--- config.mk ---
export PLATFORM = sky130hd
export DESIGN_NAME = puf_eval_sequencer
export DESIGN_NICKNAME = d
export VERILOG_FILES = /design/src/rtl/puf_pkg.sv /design/src/rtl/puf_challenge_lfsr.sv /design/src/rtl/puf_eval_sequencer.sv
export SDC_FILE = /design/constraint.sdc
export NUM_CORES = 1
export LEC_CHECK = 0
export ABC_AREA = 1
export CAP_MARGIN = 0
export CORE_MARGIN = 1
export CORE_UTILIZATION = 48
export DETAILED_ROUTE_END_ITERATION = 10
export PLACE_DENSITY = 0.74
export SYNTH_ARGS = -nofsm -noshare
export SYNTH_HDL_FRONTEND = slang
export SYNTH_SLANG_ARGS = --single-unit
--- constraint.sdc ---
create_clock -name clk -period 1.3 [get_ports clk]
set_input_delay 0.26 -clock clk [delete_from_list [all_inputs] [get_ports clk]]
set_output_delay 0.26 -clock clk [all_outputs]
set_load 0.01 [all_outputs]
--- src/rtl/puf_pkg.sv ---
`timescale 1ns/1ps
`default_nettype none
// +----------------------------------------------------------------------+
// | puf_pkg : shared constants and FSM state type for the PUF sequencer  |
// | Revision: 1.0                                                        |
// +----------------------------------------------------------------------+
package puf_pkg;
    localparam int CH_WIDTH = 8;
    localparam logic [CH_WIDTH-1:0] LFSR_TAPS     = 8'hB8;
    localparam logic [CH_WIDTH-1:0] LFSR_ZERO_SUB = 8'h01;

    typedef enum logic [1:0] {
        IDLE = 2'd0,
        LOW  = 2'd1,
        HIGH = 2'd2,
        OUT  = 2'd3
    } state_t;
endpackage
`default_nettype wire

--- src/rtl/puf_challenge_lfsr.sv ---
`timescale 1ns/1ps
`default_nettype none
// +----------------------------------------------------------------------+
// | puf_challenge_lfsr : right-shift Galois LFSR challenge generator     |
// | Revision: 1.0                                                        |
// +----------------------------------------------------------------------+
module puf_challenge_lfsr
    import puf_pkg::*;
(
    input  logic                clk,
    input  logic                rst,
    input  logic                load,
    input  logic                advance,
    input  logic [CH_WIDTH-1:0] seed,
    output logic [CH_WIDTH-1:0] load_value,
    output logic [CH_WIDTH-1:0] next_value
);
    logic [CH_WIDTH-1:0] r_state;

    // All-zero is the LFSR lock-up state, so a zero seed is substituted.
    assign load_value = (seed == '0) ? LFSR_ZERO_SUB : seed;
    assign next_value = (r_state >> 1) ^ (r_state[0] ? LFSR_TAPS : '0);

    always_ff @(posedge clk) begin
        if (rst) begin
            r_state <= '0;
        end else if (load) begin
            r_state <= load_value;
        end else if (advance) begin
            r_state <= next_value;
        end
    end
endmodule
`default_nettype wire

--- src/rtl/puf_eval_sequencer.sv ---
`timescale 1ns/1ps
`default_nettype none
// +----------------------------------------------------------------------+
// | puf_eval_sequencer : challenge/pulse sequencer and majority voter    |
// | Revision: 1.0                                                        |
// +----------------------------------------------------------------------+
module puf_eval_sequencer
    import puf_pkg::*;
#(
    parameter int VOTES     = 5,
    parameter int SETTLE    = 4,
    parameter int RESP_BITS = 8
) (
    input  logic                 clk,
    input  logic                 rst,
    input  logic                 start,
    input  logic [CH_WIDTH-1:0]  seed,
    output logic                 busy,
    output logic [CH_WIDTH-1:0]  puf_challenge,
    output logic                 puf_pulse,
    input  logic                 puf_response,
    output logic [RESP_BITS-1:0] resp_data,
    output logic [RESP_BITS-1:0] resp_unstable,
    output logic                 resp_valid,
    input  logic                 resp_ready
);
    localparam int VOTE_W = $clog2(VOTES + 1);
    localparam int PH_W   = (SETTLE > 1) ? $clog2(SETTLE) : 1;
    localparam int BIT_W  = (RESP_BITS > 1) ? $clog2(RESP_BITS) : 1;
    localparam logic [PH_W-1:0]   PH_LAST   = PH_W'(SETTLE - 1);
    localparam logic [BIT_W-1:0]  BIT_LAST  = BIT_W'(RESP_BITS - 1);
    localparam logic [VOTE_W-1:0] VOTE_ALL  = VOTE_W'(VOTES);
    localparam logic [VOTE_W-1:0] VOTE_HALF = VOTE_W'(VOTES / 2);

    state_t              r_state, w_state_next;
    logic                r_sync_meta, r_sync;
    logic [PH_W-1:0]     r_phase;
    logic [VOTE_W-1:0]   r_votes, r_ones;
    logic [BIT_W-1:0]    r_bit_idx;
    logic                w_accept, w_sample, w_resolve, w_handshake, w_phase_last;
    logic [VOTE_W-1:0]   w_votes_inc, w_ones_inc;
    logic [CH_WIDTH-1:0] w_lfsr_load, w_lfsr_next;

    assign w_phase_last = (r_phase == PH_LAST);
    assign w_votes_inc  = r_votes + 1'b1;
    assign w_ones_inc   = r_ones + VOTE_W'(r_sync);
    assign puf_pulse    = (r_state == HIGH);

    puf_challenge_lfsr u_lfsr (
        .clk        (clk),
        .rst        (rst),
        .load       (w_accept),
        .advance    (w_resolve),
        .seed       (seed),
        .load_value (w_lfsr_load),
        .next_value (w_lfsr_next)
    );

    always_ff @(posedge clk) begin
        if (rst) begin
            r_state <= IDLE;
        end else begin
            r_state <= w_state_next;
        end
    end

    always_comb begin
        w_state_next = r_state;
        w_accept     = 1'b0;
        w_sample     = 1'b0;
        w_resolve    = 1'b0;
        w_handshake  = 1'b0;
        case (r_state)
            IDLE: begin
                if (start) begin
                    w_accept     = 1'b1;
                    w_state_next = LOW;
                end
            end
            LOW: begin
                if (w_phase_last) w_state_next = HIGH;
            end
            HIGH: begin
                if (w_phase_last) begin
                    w_sample = 1'b1;
                    if (w_votes_inc < VOTE_ALL) begin
                        w_state_next = LOW;
                    end else begin
                        w_resolve    = 1'b1;
                        w_state_next = (r_bit_idx == BIT_LAST) ? OUT : LOW;
                    end
                end
            end
            OUT: begin
                if (resp_valid && resp_ready) begin
                    w_handshake  = 1'b1;
                    w_state_next = IDLE;
                end
            end
            default: w_state_next = IDLE;
        endcase
    end

    always_ff @(posedge clk) begin
        if (rst) begin
            r_sync_meta   <= 1'b0;
            r_sync        <= 1'b0;
            r_phase       <= '0;
            r_votes       <= '0;
            r_ones        <= '0;
            r_bit_idx     <= '0;
            busy          <= 1'b0;
            puf_challenge <= '0;
            resp_data     <= '0;
            resp_unstable <= '0;
            resp_valid    <= 1'b0;
        end else begin
            r_sync_meta <= puf_response;
            r_sync      <= r_sync_meta;

            if (r_state == LOW || r_state == HIGH) begin
                r_phase <= w_phase_last ? '0 : r_phase + 1'b1;
            end else begin
                r_phase <= '0;
            end

            if (w_accept) begin
                busy          <= 1'b1;
                puf_challenge <= w_lfsr_load;
                r_bit_idx     <= '0;
                r_votes       <= '0;
                r_ones        <= '0;
                resp_data     <= '0;
                resp_unstable <= '0;
            end

            if (w_sample) begin
                if (w_resolve) begin
                    r_votes                  <= '0;
                    r_ones                   <= '0;
                    resp_data[r_bit_idx]     <= (w_ones_inc > VOTE_HALF);
                    resp_unstable[r_bit_idx] <= (w_ones_inc != '0) && (w_ones_inc != VOTE_ALL);
                    // The challenge only moves on when another bit follows, so it
                    // holds its last value once the word is complete.
                    if (r_bit_idx != BIT_LAST) begin
                        r_bit_idx     <= r_bit_idx + 1'b1;
                        puf_challenge <= w_lfsr_next;
                    end
                end else begin
                    r_votes <= w_votes_inc;
                    r_ones  <= w_ones_inc;
                end
            end

            resp_valid <= (r_state == OUT) && !w_handshake;

            if (w_handshake) begin
                busy <= 1'b0;
            end
        end
    end
endmodule
`default_nettype wire
==> run_results.csv <==
group,metric,value,unit
synthesis,synth_mux_area_share,0,%
drt,wl_met1,2.88,mm
drt,wire_per_inst,13.4,µm
placement,port_buffers,39,
clocking,clock_latency,0.30,ns
drt,vias,2778,
finish,final_net_count,497,
synthesis,ys_warn_count,0,
drt,routed_wirelength,7.30,mm
drt,drc,0,
finish,area_growth,50.2,%
floorplanning,die_x,75.5,µm
synthesis,synth_xor_area_share,1.01,%
floorplanning,core,5140,µm²
timing,setup_viol,44,
global_routing,grt_use_total,25.8,%
finish,layout_common_cells,"100 x nand2_1, 41 x dfxtp_1, 40 x nor2_1",
drt,routed_via_density,5.11,
global_routing,grt-ovfl-total,0,
outcome,outcome,"finished, violations left",
power_and_ir_drop,p_leak,1.82,nW
hold_path,hp-class,"reg -> reg",
finish,final_layout_size_suffix_gt1_share,30.2,%
timing,period_share,115,%
floorplanning,dieArea,5690,µm²
flow_run,maxCapViolations,0,
synthesis,yosysTopAreaCellShare,37.9,%
global_routing,grt_pass1_vias,2644,
timing,fin_worst_skew,0.00784,ns
clocking,clk_path_buf_depth,2,
clocking,cts_tree,"built",
synthesis,synth_fa_ha_area_share,5.31,%
clocking,clock-sinks,49,
timing,tightest_slew,0.267,ns
finish,fin_cells,544,
timing,hold_viol,0,
placement,dpl_worst_slack,-0.317,ns
clocking,clkTransAtPathRegs,0.09,ns
timing,finalCriticalPeriod,1.50,ns
synthesis,avgSynthCellArea,6.68,µm²
timing,rsz0062_at_grt,"true",
power_and_ir_drop,ir_worst_vdd,1.02,mV
timing,maxSlewViolCount,0,
critical_path,crit_arrival,1.70,ns
synthesis,yosysTopAreaCell,"dfxtp_1",
synthesis,synth.cell_area,2590,µm²
global_routing,antenna_found_initial,0,
timing,max_freq,667,MHz
critical_path,crit_type,"reg -> reg",
synthesis,synth_nets,412,
synthesis,synth_top_family_by_area,"simple AND/OR/NAND/NOR gates",
global_routing,grt_pass1_wl,11.2,mm
critical_path,cp_max_fo,7,
clocking,htree_levels,2,
synthesis,synthTopCellsByArea,"dfxtp_1 38%, nand2_1 17%, inv_1 7.2%, a21oi_1 7.0%, nor2_1 6.4%",
placement,dp_cells,523,
synthesis,synth_top_flop_cell,"dfxtp_1",
drt,top_layer_used,"met4",
outcome,violations,"negative setup slack",
synthesis,ys_seq_area_share,37.9,%
finish,antenna-diode-count,0,
drt,first_pass_iters,4,
synthesis,synth_compound_area_share,10.6,%
drt,wl_met3,352,µm
synthesis,synth_edf_count,0,
clocking,clock-root-buffer,"clkbuf_8",
finish,layout_commonest_cell,"nand2_1",
clocking,cts_hold_buf,0,
synthesis,ys_ff_latch,49,
critical_path,critPathLaunchType,"flop",
timing,layout_setup_ws,-0.200,ns
global_routing,grt_max_degree,20,
placement,dp_hpwl,4.51,mm
timing,max_slew_margin,82.1,%
synthesis,synthSimpleGateAreaFrac,34.5,%
drt,wl_met2,3.82,mm
floorplanning,start_util,50.4,%
floorplanning,die-height,75.5,µm
power_and_ir_drop,pwr_density_cell,1130,nW/µm²
placement,place.gp.congestion,0.802,
finish,utilization,75.7,%
critical_path,critPathRequiredTime,1.50,ns
floorplanning,ios,40,
timing,final.setup.tns,-5.53,ns
floorplanning,rows,26,
critical_path,cp-end-kind,"flop",
drt,drtIter0Drc,218,
synthesis,synthArstFlopShare,0,%
drt,final_antenna_net_count,0,
finish,n_fill_cell,408,
clocking,cts_buffers,5,
synthesis,ys_types,27,
synthesis,syn_inst,388,
==> cells in the mapped netlist, types with 2 or more instances <==
master	instances
nand2_1	115
inv_1	50
dfxtp_1	49
nor2_1	44
a21oi_1	36
nand3_1	30
o21ai_0	16
ha_1	11
buf_2	7
clkbuf_1	3
nand2_2	3
xnor2_1	3
buf_1	2
inv_2	2
nand4_1	2
nor2_2	2
nor2_4	2
nor3b_1	2
==> power breakdown <==
part           switching [mW]  internal (mW)
combinational           0.906          0.869
sequential              0.102           1.64
clock                   0.502          0.382
total                    1.51           2.89
==> layer usage <==
| layer | up-vias | global-route usage, % |
|---|---|---|
| li1 | 1388 | - |
| met1 | 1278 | 28.7 |
| met2 | 91 | 47.5 |
| met3 | 21 | 4.76 |
| met4 | 0 | 11.7 |
| met5 | - | 0 |
==> through the flow <==
stage | hold WS (ns) | area (µm²) | total power [mW]
3_3_place_gp | 0.399 | 3420 | 2.99
2_1_floorplan | 0.361 | 2700 | 2.52
3_5_place_dp | 0.399 | 3420 | 3.03
4_1_cts | 0.408 | 3660 | 4.10
6_report | 0.405 | 3890 | 4.40
5_1_grt | 0.427 | 3890 | 4.64
==> critical path, stage by stage, from the launching register on <==
cell and delay, ns:
dfxtp_4 0.36, ha_4 0.26, inv_2 0.04, nand2_4 0.08, nand3_4 0.19, nor2_4 0.26, nand3_2 0.10, nand2_2 0.06
nor2_1 0.04
==> kinds of logic after synthesis <==
family	count (synthesis)
AO/OA/AOI/OAI	54
XOR/XNOR	3
adder cells (fa/ha/maj)	11
buffers and inverters	67
flip-flops	49
AND/OR/NAND/NOR	204
==> registers in the layout (all words and copies together) (netlist names), 2 cells and up <==
name and cells:
puf_challenge 8, r_bit_idx 3, r_ones 3, r_phase 2, r_state 2, r_votes 3, resp_data 8, resp_unstable 8
u_lfsr.r_state 8
==> area by class of cell <==
type | instances | area [µm²] | area share (%)
sequential | 49 | 998 | 25.7
clock inverter | 1 | 7.51 | 0.193
timing repair buffer | 91 | 878 | 22.6
tap | 70 | 87.6 | 2.25
multi-input combinational | 273 | 1630 | 41.9
clock buffer | 7 | 76.3 | 1.96
inverter | 53 | 214 | 5.50
==> final timing paths <==
kind | start | to | slack, ns | cells after the start
setup / recovery | r_votes[0] | resp_unstable[2] | -0.20 | 8
hold / removal | r_sync_meta | r_sync | 0.41 | 2
setup reg to reg | r_votes[0] | resp_unstable[2] | -0.20 | 8
hold reg to reg | r_sync_meta | r_sync | 0.41 | 2
==> timing repair <==
action	4_1_cts	5_1_grt
resized for setup	67	54
setup buffers	5	5
pin swaps	16	22
endpoints found under the setup margin	71	45
hold endpoints to repair	0	0
gates cloned	2	1
(Power assumes the default switching activity.)
==> edit 1: new RTL, same flow settings <==
Make the reset (`rst`) asynchronous in 3 clocked blocks.
--- a/src/rtl/puf_challenge_lfsr.sv
+++ b/src/rtl/puf_challenge_lfsr.sv
@@ -22,5 +22,5 @@
     assign next_value = (r_state >> 1) ^ (r_state[0] ? LFSR_TAPS : '0);
 
-    always_ff @(posedge clk) begin
+    always_ff @(posedge clk or posedge rst) begin
         if (rst) begin
             r_state <= '0;
--- a/src/rtl/puf_eval_sequencer.sv
+++ b/src/rtl/puf_eval_sequencer.sv
@@ -57,5 +57,5 @@
     );
 
-    always_ff @(posedge clk) begin
+    always_ff @(posedge clk or posedge rst) begin
         if (rst) begin
             r_state <= IDLE;
@@ -102,5 +102,5 @@
     end
 
-    always_ff @(posedge clk) begin
+    always_ff @(posedge clk or posedge rst) begin
         if (rst) begin
             r_sync_meta   <= 1'b0;
Behaviour: differs if rst is asserted again (counterexample within 4 cycles, from zero or initial values and one cycle with rst high); with rst held inactive, the same outputs for 10 cycles.
==> edit 1 against the unedited design <==
- the flow still finishes with violations (negative setup slack)
- area after synthesis fell by 4.5%
- design area fell by 0.35%
- sequential power rose by 22%
- non-clock buffer count fell by 3
- worst setup slack got worse by 0.025 ns
- sequential cell count did not move
- total power rose by 27%
- routed wire length fell by 14%
- sequential share of layout area rose by 6.0 points
- synthesized cell count fell by 21%
- clock power rose by 20%
- final cell count fell by 15%
- highest routed layer unchanged
==> edit 1: results <==
[run_status]
outcome = finished, violations left
violations = negative setup slack

[clock_tree]
cts_resized = 82
cts_buffer_depth = 2
ctsRootBufferMaster = clkbuf_8
clk-insertion-delay-late_ns = 0.30
clk_pin_slew_ns = 0.09
htree_levels = 2
postCtsSetupBuffers = 6

[global_routing]
grt_max_degree = 50
grt_use_total_pct = 24.1
antenna_found_initial = 0
grt_pass1_wl_um = 9960
first_global_vias = 2213

[yosys]
synthTopCellsByArea = dfrtp_1 50%, nand2_1 14%, inv_1 6.5%
synth_common_cells = 89 x nand2_1, 49 x dfrtp_1, 43 x inv_1, 32 x nor2_1, 24 x nand3_1
ys_seq_area_share_pct = 49.6
synth_cell_type_count = 26
yosysWarnings = 0
synth_ff_type = dfrtp_1
syn_nets = 331
async_reset_ff_share_pct = 100
synth_cells = 307

[place]
dp_hpwl_um = 4010
dp_cells = 446
place_area_mm2 = 0.00345
gp_congestion = 0.803
dp_slack_ns = -0.210
io_buffers = 39

[final_layout]
drive_above_1_share_pct = 35.4
fillers = 326
final_nets = 419

[drt]
wl_per_cell_um = 13.6
postRouteAntennaNets = 0
drtIter0Drc = 76
wl_um = 6290
viasPerCell = 5.02

[sta]
whs_ns = 0.360
fin_ws_ns = -0.225
clock_skew_ns = 0.00825
finalSetupTns_ns = -6.98
finalSetupViolCount = 44
tightest_slew_ns = 0.379

[critical_path]
crit_arrival_ns = 1.72
cp_max_fo = 7

[power_and_ir_drop]
p_leak_nw = 1.92
peakVddDrop_v = 0.00120

[hold_path]
hold_class = flip-flop to flip-flop
[edit 1: changes by cell type in the layout (fill, tap and decap cells not counted), sizes merged, moves of 3 or more]
cell,before,now
nor2,49,34
dfrtp,0,49
dfxtp,49,0
xor2,0,3
o21ai,16,23
inv,52,43
nor3,0,3
nand3,32,25
o31ai,0,5
clkbuf,8,5
nand2,118,89
a21oi,36,6
[edit 1: final cells by class]
type                       instances  area [um^2]  area share, %
clock inverter                     2         35.0          0.904
tap                               67         83.8           2.16
inverter                          44          189           4.87
timing repair buffer              88          803           20.7
multi-input combinational        207         1470           37.9
sequential                        49         1230           31.7
clock buffer                       5         68.8           1.77
[edit 1: metal layers]
layer  vias up  wire length, um  GRT usage (%)
met4         0              124           7.69
met3        10              151           3.16
met2        48             3350           44.4
li1       1141                -              -
met1      1120             2660           28.7
met5         -                0              0
[edit 1: worst paths after layout]
kind	from	end	cells after the start
min in group asynchronous	rst	resp_data[3]	3
max reg2reg	r_votes[0]	resp_data[4]	7
max in group asynchronous	rst	r_state[1]	3
min reg2reg	r_sync_meta	r_sync	0
max	r_votes[0]	resp_data[4]	7
min	r_sync_meta	r_sync	0
[edit 1: power breakdown]
group          internal [W]  leakage [nW]  total (W)  switching, W
clock              0.000560        0.0540    0.00106      0.000499
sequential          0.00185         0.641    0.00212      0.000275
combinational       0.00114          1.23    0.00239       0.00125
[edit 1: worst max-delay path, stage by stage, from the launching register on]
cell and delay [ns]:
dfrtp_1 0.42, ha_4 0.20, xor2_4 0.22, nand3_4 0.20
inv_6 0.15, nand2_4 0.08, nand2_2 0.09, o21ai_2 0.05
[edit 1: logic make-up after synthesis]
logic type	share of synthesized area, %
DFF	49.6
adders and majority gates	5.56
and+or+nand+nor	26.3
buffers and inverters	7.94
xor gates and xnor gates	2.78
AOI/OAI and AO/OA	7.84
==> edit 2: new RTL, same settings <==
Made on the original files. Set the parameter `RESP_BITS` to 16 (it was 8).
--- a/src/rtl/puf_eval_sequencer.sv
+++ b/src/rtl/puf_eval_sequencer.sv
@@ -10,5 +10,5 @@
     parameter int VOTES     = 5,
     parameter int SETTLE    = 4,
-    parameter int RESP_BITS = 8
+    parameter int RESP_BITS = 16
 ) (
     input  logic                 clk,
Ports: changed (resized resp_data and resp_unstable); port bits go from 40 to 56. No check against the original RTL was run, so the function may have changed too.
==> edit 2 against the unedited design <==
- the run still ends with negative setup slack left
- die area is 38% higher
- total power is 47% higher
- worst setup slack got worse by 0.057 ns
- area after synthesis grew 39%
- combinational power is 36% higher
- routed wire length increased by 68%
- largest power group unchanged
- via count increased by 47%
- design area increased by 46%
- sequential cell count is 17 higher
==> edit 2: results <==
[run_status]
outcome = finished, violations left
violations = negative setup slack

[sta]
finalSetupViolCount = 60
tightest_slew_ns = 0.436
clock_skew_ns = 0.00710
fin_ws_ns = -0.257

[power_and_ir_drop]
peakVddDrop_v = 0.000986
internal-power_w = 0.00423
p_leak_nw = 2.56

[place]
place_area_mm2 = 0.00475
gp_congestion = 0.825

[clock_tree]
cts_resized = 130
postCtsSetupBuffers = 13
clk-insertion-delay-late_ns = 0.36
cts_sinks = 66
clk_pin_slew_ns = 0.07

[critical_path]
timing.rr.end = r_state[1]
crit_slowest_cell = dfxtp_2
rr_worst_depth = 9
rr_startpoint = r_state[0]

[final_layout]
multi_input_cells = 386
seq_area_mm2 = 0.00133
inverters_excl_clock = 61
drive_above_1_share_pct = 35.2
clock_area_share_pct = 3.25

[drt]
met1_length_um = 4800
wl_um = 12300
wl_met3_um = 671

[hold_path]
hold_class = input pin to flip-flop

[yosys]
synth_cells = 534
synthTopCellsByArea = dfxtp_1 37%, nand2_1 14%, nor2_1 9.2%

[global_routing]
grt_use_total_pct = 28.8
first_global_vias = 3753
grt_pass1_wl_um = 17300
use_met1_pct = 32.9
met2_usage_pct = 51.9
-- edit 2: cell types whose count changed after synthesis, sizes merged, moves of 3 or more --
cell | unedited run | this run
a21oi | 36 | 40
buf | 11 | 18
clkinv | 1 | 4
dfxtp | 49 | 66
inv | 52 | 56
nand2 | 118 | 144
nand3 | 31 | 40
nor2 | 49 | 98
nor3 | 0 | 4
o21ai | 16 | 37
-- edit 2: cell families (layout without fill, tap and decap cells) --
| logic type | Yosys count | in the layout | synth area share [%] |
|---|---|---|---|
| AND/OR/NAND/NOR | 290 | 291 | 35.8 |
| buffers and inverters | 83 | 213 | 11.1 |
| AO/OA/AOI/OAI | 79 | 79 | 11.3 |
| flip-flops | 66 | 66 | 36.6 |
| adder cells (fa/ha/maj) | 13 | 13 | 4.51 |
| XOR/XNOR | 3 | 3 | 0.729 |
-- edit 2: worst min path at each step --
stage | slack [ns] | from | endpoint | cells after the start
global route | 0.44 | puf_response | r_sync_meta | 3
global placement | 0.40 | r_sync_meta | r_sync | 2
floorplan | 0.36 | resp_ready | busy | 1
finish | 0.42 | puf_response | r_sync_meta | 3
CTS | 0.42 | puf_response | r_sync_meta | 3
detailed placement | 0.41 | r_sync_meta | r_sync | 2
-- edit 2: metrics by stage --
stage / TNS, ns / setup WS [ns]
global placement: -11.42 / -0.246
detailed placement: -12.83 / -0.291
finish: -10.69 / -0.257
floorplan: -4.69 / -0.140
CTS: -6.20 / -0.160
global route: -13.74 / -0.310
-- edit 2: critical path, delay by kind of cell, from the launching register on --
kind / cells / cell delay [ns]
adder cells (fa/ha/maj): 1 / 0.17
buffers and inverters: 2 / 0.25
flip-flops: 1 / 0.34
AO/OA/AOI/OAI: 2 / 0.26
AND/OR/NAND/NOR: 4 / 0.44
